[config.mk]
export PLATFORM = sky130hd
export DESIGN_NAME = rst_seq_ctrl
export DESIGN_NICKNAME = d
export VERILOG_FILES = /design/src/rtl/rst_seq_pkg.sv /design/src/rtl/rst_sync.sv /design/src/rtl/rst_seq_ctrl.sv
export SDC_FILE = /design/constraint.sdc
export NUM_CORES = 1
export LEC_CHECK = 0
export CORE_ASPECT_RATIO = 0.75
export CORE_MARGIN = 5
export CORE_UTILIZATION = 47
export DETAILED_ROUTE_END_ITERATION = 6
export PLACE_DENSITY = 0.69
export RECOVER_POWER = 25
export SLEW_MARGIN = 25
export SYNTH_ARGS = -nofsm -noshare
export SYNTH_HDL_FRONTEND = slang
export SYNTH_SLANG_ARGS = --single-unit
[constraint.sdc]
create_clock -name clk -period 2.2 [get_ports clk]
set_input_delay 0.22 -clock clk [delete_from_list [all_inputs] [get_ports clk]]
set_output_delay 0.22 -clock clk [all_outputs]
set_load 0.03 [all_outputs]
[src/rtl/rst_seq_pkg.sv]
// Reset sequencer shared types and default parameters.
// Imported by the sequencer top-level.
package rst_seq_pkg;

  typedef enum logic [1:0] {
    HOLD      = 2'd0,
    RELEASE   = 2'd1,
    RUN       = 2'd2,
    SOFT_HOLD = 2'd3
  } rst_seq_state_t;

  localparam int DEF_NUM_OUT     = 4;
  localparam int DEF_SYNC_STAGES = 2;
  localparam int DEF_GAP_CYCLES  = 8;

endpackage

[src/rtl/rst_sync.sv]
// Async-assert / sync-release chain.
// sync_ok rises STAGES edges after clr drops.
module rst_sync #(
  parameter int STAGES = 2
) (
  input  logic clk,
  input  logic clr,
  output logic sync_ok
);

  logic [STAGES-1:0] sync_q;

  always_ff @(posedge clk or posedge clr) begin
    if (clr) begin
      sync_q <= '0;
    end else begin
      sync_q <= {sync_q[STAGES-2:0], 1'b1};
    end
  end

  assign sync_ok = sync_q[STAGES-1];

endmodule

[src/rtl/rst_seq_ctrl.sv]
// Sequenced reset controller: staggered domain release
// after clr or a handshaked soft-reset request.
module rst_seq_ctrl
  import rst_seq_pkg::*;
#(
  parameter int NUM_OUT     = DEF_NUM_OUT,
  parameter int SYNC_STAGES = DEF_SYNC_STAGES,
  parameter int GAP_CYCLES  = DEF_GAP_CYCLES,
  parameter int CNT_W       = $clog2(GAP_CYCLES + 1)
) (
  input  logic               clk,
  input  logic               clr,
  input  logic               soft_req,
  output logic               soft_ack,
  output logic [NUM_OUT-1:0] rst_out,
  output logic [NUM_OUT-1:0] rst_out_n,
  output logic               done
);

  localparam int IDX_W = (NUM_OUT > 1) ? $clog2(NUM_OUT) : 1;
  localparam logic [CNT_W-1:0] GAP_M1 = CNT_W'(GAP_CYCLES - 1);
  localparam logic [IDX_W-1:0] LAST = IDX_W'(NUM_OUT - 1);

  rst_seq_state_t state_q, state_d;
  logic [CNT_W-1:0] cnt_q, cnt_d;
  logic [IDX_W-1:0] idx_q, idx_d;
  logic [NUM_OUT-1:0] rst_q, rst_d;
  logic [NUM_OUT-1:0] rst_n_q;
  logic done_q, done_d;
  logic ack_q, ack_d;
  logic soft_q, soft_d;
  logic sync_ok;

  rst_sync #(
    .STAGES (SYNC_STAGES)
  ) u_sync (
    .clk     (clk),
    .clr     (clr),
    .sync_ok (sync_ok)
  );

  always_ff @(posedge clk or posedge clr) begin
    if (clr) begin
      state_q <= HOLD;
      cnt_q   <= '0;
      idx_q   <= '0;
      rst_q   <= '1;
      rst_n_q <= '0;
      done_q  <= 1'b0;
      ack_q   <= 1'b0;
      soft_q  <= 1'b0;
    end else begin
      state_q <= state_d;
      cnt_q   <= cnt_d;
      idx_q   <= idx_d;
      rst_q   <= rst_d;
      rst_n_q <= ~rst_d;
      done_q  <= done_d;
      ack_q   <= ack_d;
      soft_q  <= soft_d;
    end
  end

  always_comb begin
    state_d = state_q;
    cnt_d   = cnt_q;
    idx_d   = idx_q;
    rst_d   = rst_q;
    done_d  = done_q;
    ack_d   = ack_q;
    soft_d  = soft_q;
    unique case (state_q)
      HOLD: begin
        rst_d  = '1;
        done_d = 1'b0;
        if (sync_ok) begin
          state_d = RELEASE;
          idx_d   = '0;
          cnt_d   = GAP_M1;
        end
      end
      RELEASE: begin
        if (cnt_q != '0) begin
          cnt_d = cnt_q - CNT_W'(1);
        end else begin
          for (int k = 0; k < NUM_OUT; k++) begin
            if (idx_q == IDX_W'(k)) rst_d[k] = 1'b0;
          end
          cnt_d = GAP_M1;
          idx_d = idx_q + IDX_W'(1);
          // ack only ends a sequence that a soft request started
          if (idx_q == LAST) begin
            state_d = RUN;
            done_d  = 1'b1;
            ack_d   = soft_q;
            soft_d  = 1'b0;
          end
        end
      end
      RUN: begin
        if (soft_req && !ack_q) begin
          state_d = SOFT_HOLD;
          rst_d   = '1;
          done_d  = 1'b0;
          cnt_d   = GAP_M1;
          soft_d  = 1'b1;
        end else if (!soft_req && ack_q) begin
          ack_d = 1'b0;
        end
      end
      SOFT_HOLD: begin
        rst_d = '1;
        if (cnt_q != '0) begin
          cnt_d = cnt_q - CNT_W'(1);
        end else begin
          state_d = RELEASE;
          idx_d   = '0;
          cnt_d   = GAP_M1;
        end
      end
      default: state_d = HOLD;
    endcase
  end

  assign rst_out   = rst_q;
  assign rst_out_n = rst_n_q;
  assign done      = done_q;
  assign soft_ack  = ack_q;

endmodule

== Word level (Yosys, flattened, before mapping) ==
Cells that the tools add are included.
Operators by class
  bitwise logic cells: 1
  eq/ne operators: 13
  add/subtract/negate cells: 2
  reductions and logical operators: 18
  muxes and demuxes: 34
Operators with widths (number)
  $pmux W4 S3: 2
  $mux W4: 5
  $mux W2: 8
  $mux W1: 14
  $ne A2 B2 Y1 const B: 6
  $reduce_and A4 Y1: 3
  $reduce_and A5 Y1: 2
  $eq A2 B2 Y1 const B: 4
  $pmux W2 S4: 1
  $pmux W2 S3: 1
  $reduce_bool A3 Y1: 2
  $eq A2 B1 Y1 const B: 2
  $logic_not A2 Y1: 2
  $not A4 Y4: 1
  $pmux W1 S2: 2
  $reduce_bool A4 Y1: 1
  $reduce_or A2 Y1: 2
  $sub A4 B1 Y4 const B: 1
  $pmux W1 S3: 1
  $add A2 B1 Y2 const B: 1
  $logic_and A1 B1 Y1: 2
  $logic_not A1 Y1: 2
  $ne A2 B1 Y1 const B: 1
  $reduce_and A2 Y1: 1
  $reduce_bool A2 Y1: 1
Storage, ports and cells
  register bits after elaboration: 21
  logic and storage cells: 77
  output and inout bits: 10
  input port bits: 3

== Depth between registers and ports, before layout ==
  word-level depth: 5
  gate-level depth with buffers: 6
  mapped depth without buffers: 6

== Hierarchy ==
A second synthesis with hierarchy kept.
Unflattened totals
  cells, all modules: 117
  area total of the unflattened synthesis: 1163.6 um2
Modules (own cells, without submodules)
  rst_seq_ctrl: area each 1106.1 um2, instances 1, cells each 113, seq. area each 480.5 um2
  rst_sync: area each 57.6 um2, instances 1, cells each 4, seq. area each 50.0 um2

== Least setup slack after synthesis ==
No wires, ideal clock.
  path type: flip-flop to flip-flop
  from: register cnt_q[0]
  to: register state_q[1]
  slack: 0.601 ns
  arrival: 1.474 ns
  required time: 2.075 ns
  period minus slack after synthesis: 1.599 ns
  stages on the path, launching flop included: 7
  buffers on the path: 0
  library setup time: 0.125 ns
  path through: dfrtp_1 -> inv_1 -> ha_1 -> nor3b_4 -> nand2b_1 -> nand3_2 -> mux2_4
On the way
  word-level cells in the longest chain between the ends: 3
  elaborated cells on any way between the ends: 4
  those cells by class: eq/ne: 2; reduce/logical: 2
Ends and longest elaborated chain
  start: declaration: RTL line rst_seq_ctrl.sv:25  | logic [CNT_W-1:0] cnt_q, cnt_d;
  start signal: assignment: RTL line rst_seq_ctrl.sv:54  | cnt_q <= cnt_d;
  $reduce_bool A4 Y1 *: RTL line rst_seq_ctrl.sv:83, rst_seq_ctrl.sv:113
  $ne A2 B2 Y1 (no source line)
  $reduce_and A5 Y1 (no source line) *
  end signal: assignment: RTL line rst_seq_ctrl.sv:53  | state_q <= state_d;
  end: declaration: RTL line rst_seq_ctrl.sv:24  | rst_seq_state_t state_q, state_d;
Mark *: on every way between the ends. The rest lies on a longest branch, timed or not.
A chain may end at the register's enable or synchronous reset.

== Worst setup path in the final report ==
Same ends and word-level chain as after synthesis.

==> summary.md <==
| Metric | Value |
|---|---|
| Setup slack after placement | 0.436 ns |
| Largest family of logic cells by synthesized area | simple AND/OR/NAND/NOR gates |
| Clock transition at the registers of the reported paths | 0.11 ns |
| Clk Latency, worst-skew pair | 0.30 ns |
| Die height | 53.0 um |
| Iteration-0 DRC count of the detailed router | 51 |
| Number of clock buffers inserted by TritonCTS | 3 |
| TritonCTS clock tree | yes |
| Post-layout min period | 1.77 ns |
| IR Drop Worst-Case VDD | 616 uV |
| Crit path arrival time | 1.96 ns |
| CP max stage delay | 0.43 ns |
| Total number of nets in the final design | 139 |
| CTS root buf | sky130_fd_sc_hd__clkbuf_4 |
| Number of antenna violations at the first check in global routing | 0 |
| Pin count of the biggest net entering global routing | 22 |
| Endpoint required time on the critical path | 2.39 ns |
| Number of placement rows | 15 |
| Critical path start-end classification | flip-flop to flip-flop |
| Cells after synthesis | 111 |
| Leading cell type in the layout, fill and taps excluded | sky130_fd_sc_hd__dfrtp_1 |
| Worst setup skew after layout | 0.00856 ns |
| Fraction of the cycle the final worst path needs | 0.803 |
| Number of synthesized register bits | 21 |
| Per-instance average area after synthesis | 10.4 um2 |
| XOR/XNOR Fraction of Synth Area | 0 |
| Horizontal die dimension | 67.3 um |
| Largest fanout of any net on the critical path | 7 |
| Overall track demand over capacity in global routing | 0.131 |
| Residual overflow from global routing | 0 |
| Share of layout cells above drive strength 1 | 0.113 |
| Post-route antenna net violation count | 0 |
| Async set-or-reset flop fraction in the synthesized netlist | 1.00 |
| Transition time at the pin with the least slew margin | 0.771 ns |
| Final HPWL from detailed placement | 1.52 mm |
| Proportion of synthesized chip area in sequential cells | 0.458 |
| Relative slew slack | 0.486 |
| Standard cell with the maximum stage delay on the critical path | sky130_fd_sc_hd__dfrtp_1 |
| CP Capture Type | flip-flop |
| Number of max-capacitance violations reported | 0 |
| Initial Util | 0.497 |
| Number of hold buffers added after cts | 0 |
| Sequence of cells on the critical path | inv_1 -> ha_1 -> nor3b_4 -> nand2b_1 -> nand3_2 -> mux2_4 |
| Final GP Congestion | 0.744 |
| Post-synthesis adder-cell area fraction | 0.119 |
| TritonCTS sink count | 21 |
| Final worst setup slack | 0.434 ns |
| Mapped cell area | 0.00116 mm2 |
| Count of buffer and inverter cells on the critical path | 1 |
| Static leakage power | 0.000602 uW |
| Distinct cell type count of the synthesized netlist | 32 |
| Mux share of post-synthesis cell area | 0.0389 |
| Number of cells in the finished layout apart from fillers | 158 |
| Port-buffer cells | 12 |
| Total placed instance area | 0.00131 mm2 |
| Clock Path Buffers | 2 |
| DRC Markers | 0 |
| Cells after DPL | 154 |
| Antenna cells | 0 |
| H-tree lvl count | 1 |
| Total Neg Setup Slack | 0 ns |
| Status | completed |
| Fillcell total | 221 |
| Count of boundary I/O pins | 13 |
| Number of global-route vias before repair | 771 |
| Power density cells | 1540 mW/mm2 |
| Total count of max-transition violations in the final report | 0 |
| Number of buffers inserted by post-CTS setup repair | 0 |
| Area taken by multi-input logic gates | 579 um2 |
| Most frequent cells in the layout | sky130_fd_sc_hd__dfrtp_1, sky130_fd_sc_hd__nand2_1, sky130_fd_sc_hd__ha_1, sky130_fd_sc_hd__clkdlybuf4s50_1 |
| Share of the synthesized area in compound gates (AO/OA/AOI/OAI) | 0.169 |
| Area fraction in and, or, nand and nor cells after synthesis | 0.171 |
| Primary flip-flop cell chosen by synthesis mapping | sky130_fd_sc_hd__dfrtp_1 |
| Area enclosed by the die boundary | 0.00357 mm2 |
| Final Hold Vio Count | 0 |
| Synthesis Warnings | 0 |
| Maximum operating frequency | 566 MHz |
| Area Overhead vs Synth | 15.5% |
| Number of flops mapped to enable cells by yosys | 0 |
| Class of the most critical hold timing path | flip-flop to flip-flop |
| Count of instances resized after the clock tree is built | 0 |
| Critical path's top delay family | simple AND/OR/NAND/NOR gates |
| DR vias | 833 |
| Final cell area excluding filler cells | 0.00134 mm2 |
| Power Total | 2050 uW |
| Via-per-instance ratio | 5.27 |
| WL per Instance | 13.2 um |
| Core area | 0.00233 mm2 |
| Area used by sequential logic in the layout | 531 um2 |
| First drt pass iteration count | 4 |
| Global-route wire length before repair | 3.53 mm |
| Critical Path Source Type | flip-flop |
| Final setup viols | 0 |
| RSZ-0062 raised after global routing | false |
| Detailed-route wire length | 2.09 mm |
| Net count after synthesis | 125 |
## logic make-up (layout without fill, tap and decap cells)
kind of cell	Yosys count	in the layout
AO/OA/AOI/OAI	26	26
adder cells (fa/ha/maj)	11	11
buffers and inverters	12	25
flip-flops	21	21
multiplexers	4	4
other	1	1
AND/OR/NAND/NOR	36	36
## report_power, final
group | internal, uW | switching [uW]
logic | 523 | 658
clock network | 70.7 | 114
registers | 571 | 115
## cell type report
| type | instances | share of cell area |
|---|---|---|
| multi-input cells | 78 | 0.434 |
| flip-flops and latches | 21 | 0.397 |
| repair buffers | 13 | 0.0955 |
| well taps | 34 | 0.0318 |
| inverters | 8 | 0.0225 |
| clock buffers | 4 | 0.0197 |
## sequential cells by signal (all words and copies together), names as in the netlist
signal	count
soft_ack	1
state_q	2
soft_q	1
u_sync.sync_q	2
idx_q	2
done	1
rst_out_n	4
cnt_q	4
rst_out	4
## metrics by stage
| step | hold slack, ns | utilization |
|---|---|---|
| 2_1_floorplan | 0.194 | - |
| 3_3_place_gp | 0.338 | 0.563 |
| 3_5_place_dp | 0.350 | 0.563 |
| 4_1_cts | 0.370 | 0.574 |
| 5_1_grt | 0.389 | 0.574 |
| 6_report | 0.369 | 0.574 |
## path summary, 6_finish.rpt
check,slack [ns],cells after the start,startpoint,end
max in group asynchronous,1.24,2,clr,cnt_q[2]
setup / recovery,0.43,6,cnt_q[0],state_q[1]
hold / removal,0.37,0,u_sync.sync_q[0],u_sync.sync_q[1]
setup reg to reg,0.43,6,cnt_q[0],state_q[1]
hold reg to reg,0.37,0,u_sync.sync_q[0],u_sync.sync_q[1]
min in group asynchronous,0.48,2,clr,state_q[0]
## Yosys cell counts (all sizes together) (2+ instances only)
master / number / area [um2]
dfrtp: 17 / 425
nand2: 14 / 52.6
ha: 11 / 138
inv: 8 / 30.0
nor2: 8 / 30.0
a22o: 6 / 52.6
a21oi: 4 / 31.3
dfstp: 4 / 105
o22ai: 4 / 25.0
a22oi: 3 / 22.5
mux2i: 3 / 30.0
nand2b: 3 / 18.8
nor2b: 3 / 18.8
nor3: 3 / 20.0
buf: 2 / 10.0
clkbuf: 2 / 7.51
o21ai: 2 / 10.0
o31ai: 2 / 15.0
## per-layer routing
layer  vias to the layer above  global-route usage  routed length, um
met5                         -                   0                  0
met4                         0              0.0101                  7
met3                         2              0.0446                129
met2                        21               0.217                950
met1                       397               0.173               1010
li1                        413                   -                  -
Note: power is estimated with default switching activity, not from simulation.
